### config.mk
export PLATFORM = sky130hd
export DESIGN_NAME = sng_frame_gen
export DESIGN_NICKNAME = d
export VERILOG_FILES = /design/src/rtl/sng_frame_gen.sv
export SDC_FILE = /design/constraint.sdc
export NUM_CORES = 1
export LEC_CHECK = 0
export CAP_MARGIN = 20
export CORE_MARGIN = 2
export CORE_UTILIZATION = 40
export CTS_CLUSTER_DIAMETER = 120
export DETAILED_ROUTE_END_ITERATION = 12
export GPL_TIMING_DRIVEN = 1
export MAX_ROUTING_LAYER = met4
export PLACE_DENSITY = 0.68
export REMOVE_ABC_BUFFERS = 1
export SLEW_MARGIN = 25
export SYNTH_ARGS = -nofsm -noshare
export SYNTH_HDL_FRONTEND = slang
export SYNTH_SLANG_ARGS = --single-unit
### constraint.sdc
create_clock -name clk -period 2.18 [get_ports clk]
set_clock_uncertainty 0.05 [all_clocks]
set_input_delay 0.218 -clock clk [delete_from_list [all_inputs] [get_ports clk]]
set_output_delay 0.218 -clock clk [all_outputs]
set_load 0.01 [all_outputs]
### src/rtl/sng_frame_gen.sv
// Binary-to-stochastic encoder. Each accepted WIDTH-bit value becomes a
// 2^WIDTH-bit unipolar stream. The final bit of the stream is flagged with out_last.
module sng_frame_gen #(
    parameter int          WIDTH = 8,
    parameter logic [15:0] SEED  = 16'h00F3
) (
    input  logic             clk,
    input  logic             rst,
    input  logic             in_valid,
    output logic             in_ready,
    input  logic [WIDTH-1:0] in_value,
    output logic             out_valid,
    input  logic             out_ready,
    output logic             out_bit,
    output logic             out_last
);

    // Feedback mask per width: tap n of the polynomial selects rng[n-1].
    function automatic logic [15:0] tap_mask16(input int w);
        logic [15:0] m;
        case (w)
            4:       m = 16'h000C;
            5:       m = 16'h0014;
            6:       m = 16'h0030;
            7:       m = 16'h0060;
            8:       m = 16'h00B8;
            9:       m = 16'h0110;
            10:      m = 16'h0240;
            11:      m = 16'h0500;
            12:      m = 16'h0E08;
            13:      m = 16'h1C80;
            14:      m = 16'h3802;
            15:      m = 16'h6000;
            16:      m = 16'hD008;
            default: m = 16'h000C;
        endcase
        return m;
    endfunction

    localparam logic [15:0]      TAP16    = tap_mask16(WIDTH);
    localparam logic [WIDTH-1:0] TAPS     = TAP16[WIDTH-1:0];
    localparam logic [WIDTH-1:0] SEED_W   = SEED[WIDTH-1:0];
    localparam logic [WIDTH-1:0] SEED_EFF = (SEED_W == '0) ? {{(WIDTH-1){1'b0}}, 1'b1} : SEED_W;

    typedef enum logic {ST_IDLE, ST_RUN} state_t;

    state_t           r_state;
    logic [WIDTH-1:0] r_cnt;
    logic [WIDTH-1:0] r_rng;
    logic [WIDTH-1:0] r_val;
    logic             r_in_ready;
    logic             r_out_valid;
    logic             r_out_bit;
    logic             r_out_last;

    logic             w_transfer;
    logic [WIDTH-1:0] w_cnt_nxt;
    logic [WIDTH-1:0] w_lfsr;
    logic [WIDTH-1:0] w_rng_nxt;
    logic             w_last_nxt;

    // NOTE: every signal assigned here gets a value on every path, so no latch is inferred.
    always_comb begin
        w_transfer = r_out_valid && out_ready;
        w_cnt_nxt  = r_cnt + 1'b1;
        w_lfsr     = {r_rng[WIDTH-2:0], ^(r_rng & TAPS)};
        w_rng_nxt  = (r_cnt == '0) ? SEED_EFF : w_lfsr;
        w_last_nxt = (w_cnt_nxt == '1);
    end

    // Outputs are registered one step ahead: each transfer loads the next bit's compare result.
    // NOTE: state is updated with non-blocking assignments so all registers see pre-edge values.
    always_ff @(posedge clk) begin
        if (!rst) begin
            r_state     <= ST_IDLE;
            r_cnt       <= '0;
            r_rng       <= '0;
            r_val       <= '0;
            r_in_ready  <= 1'b1;
            r_out_valid <= 1'b0;
            r_out_bit   <= 1'b0;
            r_out_last  <= 1'b0;
        end else begin
            case (r_state)
                ST_IDLE: begin
                    if (in_valid && r_in_ready) begin
                        r_val       <= in_value;
                        r_rng       <= '0;
                        r_cnt       <= '0;
                        r_in_ready  <= 1'b0;
                        r_out_valid <= 1'b1;
                        r_out_bit   <= (in_value != '0);
                        r_out_last  <= 1'b0;
                        r_state     <= ST_RUN;
                    end
                end
                ST_RUN: begin
                    if (w_transfer) begin
                        r_cnt <= w_cnt_nxt;
                        r_rng <= w_rng_nxt;
                        if (r_out_last) begin
                            r_state     <= ST_IDLE;
                            r_in_ready  <= 1'b1;
                            r_out_valid <= 1'b0;
                            r_out_bit   <= 1'b0;
                            r_out_last  <= 1'b0;
                        end else begin
                            r_out_bit  <= (r_val > w_rng_nxt);
                            r_out_last <= w_last_nxt;
                        end
                    end
                end
                default: r_state <= ST_IDLE;
            endcase
        end
    end

    assign in_ready  = r_in_ready;
    assign out_valid = r_out_valid;
    assign out_bit   = r_out_bit;
    assign out_last  = r_out_last;

endmodule

==> run metrics, run 1 <==
status finished clean; dpl hpwl approximately 2500 um; Gate Count Post-Synth ~190; num rows 22; routability cong. just under 0.8; via/cell ratio 5.37; synth cell count leaders dfxtp_1, nand2_1, a21oi_1, ha_1, nor2_2; CTS Buf Count 5; Synth Cell Area about 1600 um^2; Syn. warnings 0; Slew HR approximately 60%; WL/cell roughly 14 um; nets between 200 and 250; number of max-cap violations 0; ys flop type dfxtp_1; fin util 53.2%; critical path capture point type flop; Clock Pin Slew Worst Setup and Hold Paths 0.06 ns; Hold Crit Depth 2; Setup CP Type reg2reg; Tcrit/Tclk final 93.9%; CTS tree built; Total GRT Usage between 10% and 20%; total power about 1.2 mW; ANT nets after route 0; Port-buffer cells 15; via count between 1000 and 1500; Worst Hold Class reg2reg; area of the multi-input gates just under 1000 um^2; synthesis-to-finish area growth 25.6%; most frequent cell after synthesis dfxtp_1; post-synthesis sequential area ratio between 30% and 40%; post-route cell area 1980 um^2; CP arrival about 2.2 ns; placed cell areas 1810 um^2; Max Fclk slightly below 500 MHz; Distinct cells, synth 40; worst hold margin between 0.4 and 0.5 ns; Boundary Pins 16; diode count 0; layout filler cell count approximately 350; post-synthesis area per instance approximately 8.4 um^2; Starting DRT DRC Count 30; buffers from clock root to sink, at most 2; Final Max Tran Viols 0; Synth Register Bits 29; largest net degree at the start of global routing 17; Max VDD drop between 0.5 and 0.6 mV; clock sinks 29; CORE AREA ~3700 um^2; Synth top area share about 37%; post-synth top area cell dfxtp_1; Post-synth EDFFs 0; share of layout cells above drive strength 1 20.3%; die extent in x around 67 um; die area 4450 um^2; H-tree level count 2; Post-Route WL ~3600 um; Clock Tree Root clkbuf_8; vias in the first global route 1334; final hold violations 0; TritonRoute pass-1 iters 4; first-pass GRT wire length 6020 um; initial antenna violation count 0; nature of the critical path startpoint flop; reg2reg path depth 11; die height around 67 um; Starting Density 42.4%; LEAKAGE between 0.7 and 0.8 nW; DRC 0; grt ovf 0; CP max FO 2; total power per unit cell area between 500 and 600 nW/um^2; register area about 600 um^2; CP Data Required Time between 2 and 2.5 ns; Min Clock Period, post-route 2.05 ns; ranking of synthesized cells by area dfxtp_1, ha_1, nand2_1; Least-Margin Pin Slew a little under 0.6 ns; worst-skew pair later-pin latency between 0.2 and 0.3 ns; Post-synth ARST share 0%; setup violators final 0
## cell usage in the layout, fill, tap and decap left out, types with 3 or more instances in the layout
master           Yosys  layout
a21oi_1             18      18
a2bb2oi_1            4       4
xnor2_1              3       3
nand2_1             28      28
xor2_1               3       3
and2_1               3       3
nor3_1               3       3
clkdlybuf4s50_1      0      15
nor4_1               3       3
nor2b_1              6       5
buf_4                3      10
nor2_2              10       9
nand3_1              6       6
clkbuf_8             0       6
nand4_1              3       3
nor2_1               9       9
o21ai_0              5       5
ha_1                11       8
o21ai_1              6       6
ha_4                 0       3
dfxtp_1             29      27
## critical path, cell delays in order, from the launching register on
cell,delay [ns]
dfxtp_2,0.32
inv_2,0.07
ha_4,0.12
nor4b_4,0.22
and2_4,0.23
nor2_4,0.05
ha_4,0.23
nor2b_4,0.12
o211ai_1,0.21
a211oi_2,0.10
nor3_1,0.14
a21oi_1,0.08
## cells by family after synthesis
| group | after synthesis | synth area share [%] |
|---|---|---|
| simple gates | 81 | 28.0 |
| compound gates | 48 | 18.8 |
| flops | 29 | 36.9 |
| buf+inv | 12 | 4.21 |
| fa+ha+maj | 11 | 8.74 |
| xor+xnor | 6 | 3.34 |
## through the flow
| stage | setup TNS, ns | cells | setup slack [ns] |
|---|---|---|---|
| after floorplan | 0 | 179 | 0.170 |
| after global placement | 0 | 252 | 0.141 |
| after detailed placement | 0 | 252 | 0.0873 |
| after CTS | 0 | 259 | 0.0680 |
| after global routing | -0.00761 | 260 | -0.00761 |
| final | 0 | 260 | 0.133 |
## layout make-up
| cell class | count | share of cell area (%) |
|---|---|---|
| flip-flops and latches | 29 | 29.5 |
| clock buffers | 7 | 4.37 |
| repair buffers | 26 | 12.4 |
| multi-input cells | 146 | 49.9 |
| inverters | 4 | 0.759 |
| well taps | 48 | 3.04 |
## flip-flops by register name (all words and copies together) (netlist names)
| signal | flops |
|---|---|
| out_valid | 1 |
| r_rng | 8 |
| r_cnt | 8 |
| in_ready | 1 |
| r_state | 1 |
| out_bit | 1 |
| r_val | 8 |
| out_last | 1 |
## power by group
| part | internal (mW) | switching (mW) |
|---|---|---|
| clock network | 0.250 | 0.195 |
| logic | 0.0778 | 0.0875 |
| registers | 0.552 | 0.0201 |
| total | 0.880 | 0.302 |
## what timing repair did
action,4_1_cts,5_1_grt
hold buffers,0,0
resized for setup,0,13
endpoints found under the setup margin,0,1
buffers inserted,0,1
## layer usage
metal	GRT usage (%)	part of all wire, %	up-vias	wire [um]
li1	-	-	713	-
met5	-	0	-	0
met3	2.70	3.1	7	112
met2	28.6	46	30	1640
met1	23.6	49	647	1740
met4	8.93	2.2	0	78
## final timing paths
| kind | start | end | slack, ns |
|---|---|---|---|
| worst max-delay path | r_cnt[0] | out_bit | 0.13 |
| worst max register to register | r_cnt[0] | out_bit | 0.13 |
| worst min register to register | r_val[7] | r_val[7] | 0.41 |
| worst min-delay path | r_val[7] | r_val[7] | 0.41 |
Power figures use the tool's default switching activity.
==> run 2: changes to the inputs <==
--- a/config.mk
+++ b/config.mk
@@ -5,6 +5,7 @@
 export SDC_FILE = /design/constraint.sdc
 export NUM_CORES = 1
 export LEC_CHECK = 0
+export ABC_CLOCK_PERIOD_IN_PS = 2180
 export CAP_MARGIN = 20
 export CORE_MARGIN = 2
 export CORE_UTILIZATION = 40
==> results of run 2 <==
Final layout, timing and power as in run 1 (identical DEF).
